$ cat src/rtl/fifo_control_if.sv
// fifo_control_if: push/pop requests plus the pointer, enable and status
// signals exchanged between a FIFO controller and its producer/consumer/memory.
interface fifo_control_if #(parameter int ADDR_WIDTH = 8);
    logic                  push;
    logic                  pop;
    logic [ADDR_WIDTH-1:0] wr_ptr;
    logic [ADDR_WIDTH-1:0] rd_ptr;
    logic                  wr_en;
    logic                  rd_en;
    logic [ADDR_WIDTH:0]   count;
    logic                  full;
    logic                  empty;
    logic                  almost_full;
    logic                  almost_empty;
    logic                  valid_out;
    logic                  overflow;
    logic                  underflow;
    modport master (
        output push, pop,
        input  wr_ptr, rd_ptr, wr_en, rd_en, count, full, empty,
               almost_full, almost_empty, valid_out, overflow, underflow
    );
    modport slave (
        input  push, pop,
        output wr_ptr, rd_ptr, wr_en, rd_en, count, full, empty,
               almost_full, almost_empty, valid_out, overflow, underflow
    );
endinterface

$ cat src/rtl/fifo_control.sv
// fifo_control: pointer, occupancy and status-flag controller for a synchronous-read FIFO memory.
module fifo_control #(
    parameter int ADDR_WIDTH = 8,
    parameter int AF_THRESH  = 254,
    parameter int AE_THRESH  = 2
) (
    input logic           clk,
    input logic           reset_L,
    fifo_control_if.slave bus
);
    localparam logic [ADDR_WIDTH:0] depth  = (ADDR_WIDTH+1)'(2**ADDR_WIDTH);
    localparam logic [ADDR_WIDTH:0] af_lvl = (ADDR_WIDTH+1)'(AF_THRESH);
    localparam logic [ADDR_WIDTH:0] ae_lvl = (ADDR_WIDTH+1)'(AE_THRESH);
    logic [ADDR_WIDTH-1:0] wr_ptr, rd_ptr;
    logic [ADDR_WIDTH:0]   count, count_nxt;
    logic                  full, empty, wr_en, rd_en;
    logic                  valid_out, overflow, underflow;
    // Flags decode only the registered count; reset_L gates the enables so nothing is accepted while in reset
    always_comb begin
        full      = count == depth;
        empty     = count == '0;
        wr_en     = reset_L & bus.push & ~full;
        rd_en     = reset_L & bus.pop & ~empty;
        count_nxt = (wr_en & ~rd_en) ? count + (ADDR_WIDTH+1)'(1) :
                    (rd_en & ~wr_en) ? count - (ADDR_WIDTH+1)'(1) : count;
    end
    always_ff @(posedge clk or negedge reset_L) begin
        if (!reset_L) begin
            wr_ptr    <= '0;
            rd_ptr    <= '0;
            count     <= '0;
            valid_out <= 1'b0;
            overflow  <= 1'b0;
            underflow <= 1'b0;
        end else begin
            wr_ptr    <= wr_en ? wr_ptr + ADDR_WIDTH'(1) : wr_ptr;
            rd_ptr    <= rd_en ? rd_ptr + ADDR_WIDTH'(1) : rd_ptr;
            count     <= count_nxt;
            valid_out <= rd_en;
            overflow  <= bus.push & full;
            underflow <= bus.pop & empty;
        end
    end
    assign bus.wr_ptr       = wr_ptr;
    assign bus.rd_ptr       = rd_ptr;
    assign bus.wr_en        = wr_en;
    assign bus.rd_en        = rd_en;
    assign bus.count        = count;
    assign bus.full         = full;
    assign bus.empty        = empty;
    assign bus.almost_full  = count >= af_lvl;
    assign bus.almost_empty = count <= ae_lvl;
    assign bus.valid_out    = valid_out;
    assign bus.overflow     = overflow;
    assign bus.underflow    = underflow;
endmodule
$ cat src/flat_wrapper.sv
// flat-port wrapper written by rule: the top's interface ports become plain ports
module fifo_control_flat 
#(
    parameter int ADDR_WIDTH = 8,
    parameter int AF_THRESH  = 254,
    parameter int AE_THRESH  = 2
)
  (clk, reset_L, bus_push, bus_pop, bus_wr_ptr, bus_rd_ptr, bus_wr_en, bus_rd_en, bus_count, bus_full, bus_empty, bus_almost_full, bus_almost_empty, bus_valid_out, bus_overflow, bus_underflow);
  fifo_control_if #(.ADDR_WIDTH(ADDR_WIDTH)) bus_i ();
  input logic clk;
  input logic reset_L;
  input wire logic [$bits(bus_i.push)-1:0] bus_push;
  input wire logic [$bits(bus_i.pop)-1:0] bus_pop;
  output wire logic [$bits(bus_i.wr_ptr)-1:0] bus_wr_ptr;
  output wire logic [$bits(bus_i.rd_ptr)-1:0] bus_rd_ptr;
  output wire logic [$bits(bus_i.wr_en)-1:0] bus_wr_en;
  output wire logic [$bits(bus_i.rd_en)-1:0] bus_rd_en;
  output wire logic [$bits(bus_i.count)-1:0] bus_count;
  output wire logic [$bits(bus_i.full)-1:0] bus_full;
  output wire logic [$bits(bus_i.empty)-1:0] bus_empty;
  output wire logic [$bits(bus_i.almost_full)-1:0] bus_almost_full;
  output wire logic [$bits(bus_i.almost_empty)-1:0] bus_almost_empty;
  output wire logic [$bits(bus_i.valid_out)-1:0] bus_valid_out;
  output wire logic [$bits(bus_i.overflow)-1:0] bus_overflow;
  output wire logic [$bits(bus_i.underflow)-1:0] bus_underflow;
  assign bus_i.push = bus_push;
  assign bus_i.pop = bus_pop;
  assign bus_wr_ptr = bus_i.wr_ptr;
  assign bus_rd_ptr = bus_i.rd_ptr;
  assign bus_wr_en = bus_i.wr_en;
  assign bus_rd_en = bus_i.rd_en;
  assign bus_count = bus_i.count;
  assign bus_full = bus_i.full;
  assign bus_empty = bus_i.empty;
  assign bus_almost_full = bus_i.almost_full;
  assign bus_almost_empty = bus_i.almost_empty;
  assign bus_valid_out = bus_i.valid_out;
  assign bus_overflow = bus_i.overflow;
  assign bus_underflow = bus_i.underflow;
  fifo_control #(.ADDR_WIDTH(ADDR_WIDTH), .AF_THRESH(AF_THRESH), .AE_THRESH(AE_THRESH)) u_core (.clk(clk), .reset_L(reset_L), .bus(bus_i));
endmodule
$ cat config.mk
export PLATFORM = sky130hd
export DESIGN_NAME = fifo_control_flat
export DESIGN_NICKNAME = d
export VERILOG_FILES = /design/src/rtl/fifo_control_if.sv /design/src/rtl/fifo_control.sv /design/src/flat_wrapper.sv
export SDC_FILE = /design/constraint.sdc
export NUM_CORES = 1
export LEC_CHECK = 0
export ABC_CLOCK_PERIOD_IN_PS = 2700
export BUFFER_PORTS_ARGS = -buffer_cell sky130_fd_sc_hd__buf_2
export CAP_MARGIN = 0
export CORE_ASPECT_RATIO = 1.1
export CORE_MARGIN = 5
export CORE_UTILIZATION = 48
export DETAILED_ROUTE_END_ITERATION = 10
export PLACE_DENSITY_LB_ADDON = 0.08
export SYNTH_ARGS = -nofsm -noshare
export SYNTH_HDL_FRONTEND = slang
export SYNTH_SLANG_ARGS = --single-unit
$ cat constraint.sdc
create_clock -name clk -period 2.7 [get_ports clk]
set_clock_uncertainty 0.15 [all_clocks]
set_input_delay 0.405 -clock clk [delete_from_list [all_inputs] [get_ports clk]]
set_output_delay 0.405 -clock clk [all_outputs]
set_load 0.1 [all_outputs]
# After elaboration in Yosys (flattened, before gate mapping)
# Index checks and enable logic that the tools add are counted.
word_totals:
  register_bits: 28
  in_bits: 4
  out_inout_bits: 34
op_classes:
  add_sub_neg: 4
  n_reduce_logical: 2
  bitwise: 12
  magnitude_cmp: 2
  eq_ne: 1
  n_mux: 2
op_table:
  columns: ["op", "count"]
  rows:
  - ["$mux W9", 2]
  - ["$add A8 B1 Y8 const B", 2]
  - ["$add A9 B1 Y9 const B", 1]
  - ["$eq A9 B9 Y1 const B", 1]
  - ["$ge A9 B8 Y1 const B", 1]
  - ["$le A9 B2 Y1 const B", 1]
  - ["$logic_not A9 Y1", 1]
  - ["$sub A9 B1 Y9 const B", 1]
  - ["$and A1 B1 Y1", 8]
  - ["$not A1 Y1", 4]
  - ["$reduce_bool A2 Y1", 1]

# Logic depth before layout (Yosys ltp)
# Gate-level depths: netlist (run 1).
depth:
  ltp_word: 7
  ltp_mapped: 12

# Least setup slack after synthesis (run 1)
# No wires, ideal clock.
synth_path:
  path_kind: "register to register"
  startpoint: "register u_core.count[3], in the netlist u_core.bus.count[3]"
  endpoint: "register u_core.overflow, in the netlist u_core.bus.overflow"
  setup_ps: 82
  period_less_slack_ps: 4875
  stages_incl_launch_ff: 5
  t_arrival_ps: 4643
  n_path_buf: 0
  path_slack_ps: -2175
  path_cell_list: "dfrtp_1 > nor4_4 > nand2_1 > nor4_1 > and2_1"
synth_via:
  elab_chain_len: 2
synth_rtl:
  columns: ["item", "line", "source"]
  rows:
  - ["start: declaration", "fifo_control.sv:15", "logic [ADDR_WIDTH:0] count, count_nxt;"]
  - ["start signal: assignment", "fifo_control.sv:38", "count <= count_nxt;"]
  - ["$eq A9 B9 Y1", "fifo_control.sv:20", "full = count == depth;"]
  - ["via bus_full", "flat_wrapper.sv:19", "output wire logic [$bits(bus_i.full)-1:0] bus_full;"]
  - ["$and A1 B1 Y1", "fifo_control.sv:40", "overflow <= bus.push & full;"]
  - ["end signal: assignment", "fifo_control.sv:40", null]
  - ["end: declaration", "fifo_control.sv:17", "logic valid_out, overflow, underflow;"]
# The timed path passes the listed nets, and every way through them passes these cells.
# A chain may end at the register's enable or synchronous reset.

# Final worst setup path (run 1)
layout_path:
  startpoint: "register u_core.count[5], in the netlist u_core.bus.count[5]"
  endpoint: "register u_core.count[5], in the netlist u_core.bus.count[5]"
layout_via:
  elab_chain_len: 6
  word_cells_on_any_way: 15
layout_rtl:
  columns: ["item"]
  rows:
  - ["parallel branches: the longest is 6 deep, another holds $sub A9 B1 Y9"]
# Several ways; the timed one is not identified. The select of a mux whose other input is x is not followed.

==> impl_metrics.toml, run 1 <==
[run_status]
outcome = "finished, violations left"
violations = "setup timing"

[place]
dp_hpwl_mm = 3.149
dp_slack_ps = -93.76
place.gp.congestion = 0.8850
place_inst = 242
portBuffers = 37

[clock_network]
cts.clk_slew.worst_paths_ps = 150
cts_max_level = 1
clock_sinks = 28
clock_latency_ps = 340
numCtsBuffers = 3
root_buffer = "clkbuf_4"
cts_tree = "done"
clockBufferDepth = 2

[detailed_routing]
vias = 1366
routedWlPerCell_um = 16.18
ant_nets = 0
viasPerCell = 5.464
drt_pass1_iterations = 4
drc = 0
postRouteWirelength_mm = 4.045
initialDrtViolationCount = 83

[synth]
ys_types = 39
synthAdderAreaFrac = 0.09953
synthArstFlopShare = 1.000
ys_seq_elements = 28
synthXorXnorAreaFrac = 0.1106
synth_top_family_by_area = "simple AND/OR/NAND/NOR gates"
synthCells = 147
synth-simple-area-share = 0.1809
synth_compound_area_frac = 0.1201
synth_edf_count = 0
synthesis.nets = 163
muxShareOfSynthArea = 0.02054
syn_avg_cell_area_sq_um = 10.78
synth_flop_cell = "dfrtp_1"
syn_area_sq_um = 1584
ys_seq_area_frac = 0.4423
yosysWarningCount = 0

[worst_setup_path]
crit_fanout = 8
worstSetupEndpointType = "flip-flop"
path_class = "flip-flop to flip-flop"
max_stage_delay_ps = 520
worst-r2r-cell-count = 11
path_depth = 11
crit_family = "simple AND/OR/NAND/NOR gates"
required_ps = 2840
slowest_stage = "dfrtp_4"
path_cells = "nor4_4, buf_4, a41oi_4, inv_2, ha_4, inv_8, ha_1, a21o_1, a21oi_2, or4b_1, nand3_1"
crit_arrival_ps = 2940
critPathBufInv = 3
startpoint_type = "flip-flop"

[sta]
setup_tns_ps = -330.2
finalSetupViolations = 5
max_freq_mhz = 356.9
period_share = 1.038
slew_violations = 0
setup_ws_ps = -101.8
holdWs_ps = 141.0
rsz0062_at_grt = "true"
period_minus_slack_ps = 2802
worst_pin_slew_ps = 495.0
hold_violations = 0
relSlewSlack = 0.6723

[global_routing]
antenna_found_initial = 0
grtUsageMet3 = 0.01763
busiest_layer = "met2"
grt_max_degree = 22
grt_pass1_vias = 1398
met2_usage = 0.3466
grtUsageMet1 = 0.2227
grt_pass1_wl_mm = 6.741
grt_usage = 0.1868
gr-total-overflow = 0

[final_layout]
final_nets = 233
layout_common_cells = "buf_2, buf_4, dfrtp_1"
seqCellArea_sq_um = 734.5
drive_gt1_frac = 0.4861
area_delta_synth_final_pct = 45.89
fill_cells = 212
stdcell_count = 250
layout_commonest_cell = "buf_2"
n_antenna_cell = 0
multiInputGateArea_sq_um = 982.2

[floorplanning]
die_area_sq_um = 4550
initial_core_util = 0.5109
core_area_sq_um = 3100
num_rows = 21
die_h_um = 70.25
die_w_um = 64.77
ios = 38

[run]
cap_violations = 0

[hold_path]
hold_depth = 2
hold_class = "primary input to flip-flop"
[cell usage after synthesis, types with 2 or more instances]
| cell | number | area (sq um) |
|---|---|---|
| o21ai_0 | 8 | 40.04 |
| xor2_1 | 6 | 52.55 |
| nand3_1 | 2 | 10.01 |
| a21oi_1 | 6 | 30.03 |
| nand2_1 | 15 | 56.30 |
| and2_1 | 2 | 12.51 |
| nor2_1 | 8 | 30.03 |
| nor4_1 | 2 | 12.51 |
| xnor2_1 | 14 | 122.6 |
| dfrtp_1 | 28 | 700.7 |
| nand4_1 | 6 | 37.54 |
| mux2_2 | 2 | 22.52 |
| a21o_1 | 3 | 22.52 |
| a211oi_1 | 3 | 22.52 |
| or4_1 | 2 | 15.01 |
| ha_1 | 11 | 137.6 |
| inv_1 | 7 | 26.28 |
[through the flow]
step | instance area, sq um | util
after CTS | 2292 | 0.7393
after detailed placement | 2205 | 0.7111
final | 2311 | 0.7454
after floorplan | 1727 | -
after global placement | 2205 | 0.7111
after global routing | 2311 | 0.7454
[sequential cells by signal (all words and copies together) (netlist names)]
| name | cells |
|---|---|
| u_core.bus.count | 9 |
| u_core.bus.rd_ptr | 8 |
| u_core.bus.wr_ptr | 8 |
| u_core.bus.overflow | 1 |
| u_core.bus.underflow | 1 |
| u_core.bus.valid_out | 1 |
[final timing paths]
path	start	endpoint	slack, ps
worst max-delay path	u_core.bus.count[5]	u_core.bus.count[5]	-100
worst min-delay path	bus_push	u_core.bus.overflow	140
max in group asynchronous	reset_L	u_core.bus.count[6]	1650
worst min register to register	u_core.bus.wr_ptr[7]	u_core.bus.wr_ptr[7]	320
min in group asynchronous	reset_L	u_core.bus.count[1]	430
worst max register to register	u_core.bus.count[5]	u_core.bus.count[5]	-100
[final cells by class]
cell class              count  area share
clock buffers               4     0.01137
inverters                   7     0.01462
well taps                  34     0.01841
repair buffers             67      0.2128
multi-input cells         110      0.4250
flip-flops and latches     28      0.3178
[layer usage]
metal	share of wire	up-vias
met5	0	-
met4	0.011	0
met3	0.031	4
met2	0.55	35
met1	0.41	662
li1	-	665
[cells by family (layout without fill, tap and decap cells)]
| family | after synthesis | in the layout |
|---|---|---|
| buf+inv | 9 | 78 |
| compound gates | 26 | 26 |
| simple gates | 49 | 49 |
| flops | 28 | 28 |
| fa+ha+maj | 12 | 12 |
| mux | 3 | 3 |
| xor+xnor | 20 | 20 |
[what timing repair did]
item                       4_1_cts  5_1_grt
cloned                           0        0
resized for setup                8        3
hold buffers                     1        0
pin swaps                        1        2
setup endpoints to repair        3        5
setup buffers                    2        3
hold endpoints to repair        28        0
Power of run 1 is left out: the tool's default activity adds up to more than one toggle a clock period on the data nets, which glitch-free logic cannot reach.
==> inputs of run 2 (changes only) <==
--- a/config.mk
+++ b/config.mk
@@ -6,5 +6,4 @@
 export NUM_CORES = 1
 export LEC_CHECK = 0
-export ABC_CLOCK_PERIOD_IN_PS = 2700
 export BUFFER_PORTS_ARGS = -buffer_cell sky130_fd_sc_hd__buf_2
 export CAP_MARGIN = 0
--- a/constraint.sdc
+++ b/constraint.sdc
@@ -3,3 +3,3 @@
 set_input_delay 0.405 -clock clk [delete_from_list [all_inputs] [get_ports clk]]
 set_output_delay 0.405 -clock clk [all_outputs]
-set_load 0.1 [all_outputs]
+set_load 0.01 [all_outputs]
==> run 2 against run 1 <==
Against the previous run: the flow still finishes with violations (setup timing); global-route usage shrank 1.6 points; sequential cell count did not move; core utilization down 5.4 points; maximum frequency up 3.1%; critical path type unchanged.
==> impl_metrics.toml, run 2 (same netlist as run 1, synthesis figures left out) <==
[run_status]
outcome = "finished, violations left"
violations = "setup timing"

[detailed_routing]
vias = 1357
initialDrtViolationCount = 56
postRouteWirelength_mm = 3.873
drt_pass1_iterations = 4
drc = 0
routedWlPerCell_um = 15.68
viasPerCell = 5.494
ant_nets = 0

[floorplanning]
initial_core_util = 0.5109
num_rows = 21
die_area_sq_um = 4550
die_w_um = 64.77
core_area_sq_um = 3100
die_h_um = 70.25
ios = 38

[global_routing]
gr-total-overflow = 0
grt_pass1_vias = 1345
antenna_found_initial = 0
grt_usage = 0.1713
grt_pass1_wl_mm = 6.216
grt_max_degree = 17

[worst_setup_path]
crit_fanout = 3
required_ps = 2790
worstSetupEndpointType = "flip-flop"
path_class = "flip-flop to flip-flop"
startpoint_type = "flip-flop"
slowest_stage = "dfrtp_2"
crit_family = "compound AO/OA/AOI/OAI gates"
critPathBufInv = 1
path_cells = "nor4_4, buf_4, a41oi_4, ha_4, fa_2, nand3b_1, a21oi_2, o2111a_1, a21oi_1, xnor2_1"
crit_arrival_ps = 2800
max_stage_delay_ps = 460

[clock_network]
clock_latency_ps = 330
numCtsBuffers = 3
cts.clk_slew.worst_paths_ps = 160
cts_tree = "done"
clockBufferDepth = 2
clock_sinks = 28
root_buffer = "clkbuf_4"
cts_max_level = 1

[sta]
hold_violations = 0
setup_ws_ps = -16.85
slew_violations = 0
setup_tns_ps = -18.00
finalSetupViolations = 2
worst_pin_slew_ps = 382.8
rsz0062_at_grt = "true"
period_share = 1.006
max_freq_mhz = 368.1
period_minus_slack_ps = 2717
relSlewSlack = 0.7424

[power_and_ir_drop]
total_power_uw = 2483
power_leakage_uw = 0.001031
pwr_density_cell_nw_per_um2 = 1159
ir_drop_v = 0.0007191

[final_layout]
stdcell_count = 247
largestRegisters = "u_core.bus.count (9), u_core.bus.rd_ptr (8), u_core.bus.wr_ptr (8)"
layout_commonest_cell = "buf_2"
layout_common_cells = "buf_2, buf_4, dfrtp_1"
area_delta_synth_final_pct = 35.23
largest_register_ffs = 9
n_antenna_cell = 0
final_nets = 230
largest_register = "u_core.bus.count"
drive_gt1_frac = 0.4225

[run]
cap_violations = 0

[place]
place.gp.congestion = 0.8642
dp_hpwl_mm = 2.920
portBuffers = 37
place_inst = 236

[hold_path]
hold_class = "primary input to flip-flop"
-- run 2: changes by cell type in the layout (fill, tap and decap cells not counted), moves of 2 or more --
cell / previous run / this run
nor4_1: 0 / 2
nor4_4: 3 / 1
dfrtp_2: 0 / 2
ha_1: 4 / 6
dfrtp_1: 19 / 26
dfrtp_4: 9 / 0
buf_4: 28 / 26
buf_12: 5 / 0
buf_2: 32 / 37
-- run 2: what timing repair did --
action | CTS | global route
buffers inserted | 2 | 4
hold buffers | 1 | 0
endpoints found under the setup margin | 4 | 4
pin swaps | 2 | 5
gates resized for setup | 1 | 8
hold endpoints to repair | 28 | 0
-- run 2: stage by stage --
stage / hold WS, ps / cell area (sq um) / setup slack (ps) / utilization
floorplan: -40.59 / 1647 / -80.97 / -
global placement: 230.3 / 2009 / -34.91 / 0.6481
detailed placement: 240.8 / 2009 / -105.1 / 0.6481
CTS: 134.0 / 2090 / 8.223 / 0.6739
global route: 133.5 / 2142 / -141.7 / 0.6909
finish: 141.2 / 2142 / -16.85 / 0.6909
-- run 2: metal layers --
metal / vias up / track usage / part of all wire
met2: 36 / 0.3068 / 0.52
met3: 6 / 0.02083 / 0.036
met5: - / 0 / 0
li1: 655 / - / -
met1: 660 / 0.2091 / 0.43
met4: 0 / 0.05634 / 0.014
-- run 2: final cells by class --
| class | count | area (sq um) |
|---|---|---|
| Fill cell | 264 | 958.4 |
| Clock inverter | 1 | 30.03 |
| Tap cell | 34 | 42.54 |
| Clock buffer | 3 | 22.52 |
| Timing Repair Buffer | 64 | 390.4 |
| Sequential cell | 28 | 703.2 |
| Inverter | 7 | 31.28 |
| Multi-Input combinational cell | 110 | 922.1 |
-- run 2: path summary, 6_finish.rpt --
path                                             end  slack, ps                  from  depth (start not counted)
worst min-delay path             u_core.bus.overflow        140              bus_push                          2
worst max register to register   u_core.bus.count[8]        -20   u_core.bus.count[5]                         10
min in group asynchronous        u_core.bus.count[5]        460               reset_L                          3
max in group asynchronous       u_core.bus.rd_ptr[7]       1710               reset_L                          3
worst min register to register  u_core.bus.rd_ptr[7]        330  u_core.bus.rd_ptr[7]                          1
worst max-delay path             u_core.bus.count[8]        -20   u_core.bus.count[5]                         10
-- run 2: power by group --
group	internal, uW	switching, uW
logic	723	742
clock network	150	125
registers	577	166
total	1450	1030
No activity file was read; power rests on OpenSTA's default activity.
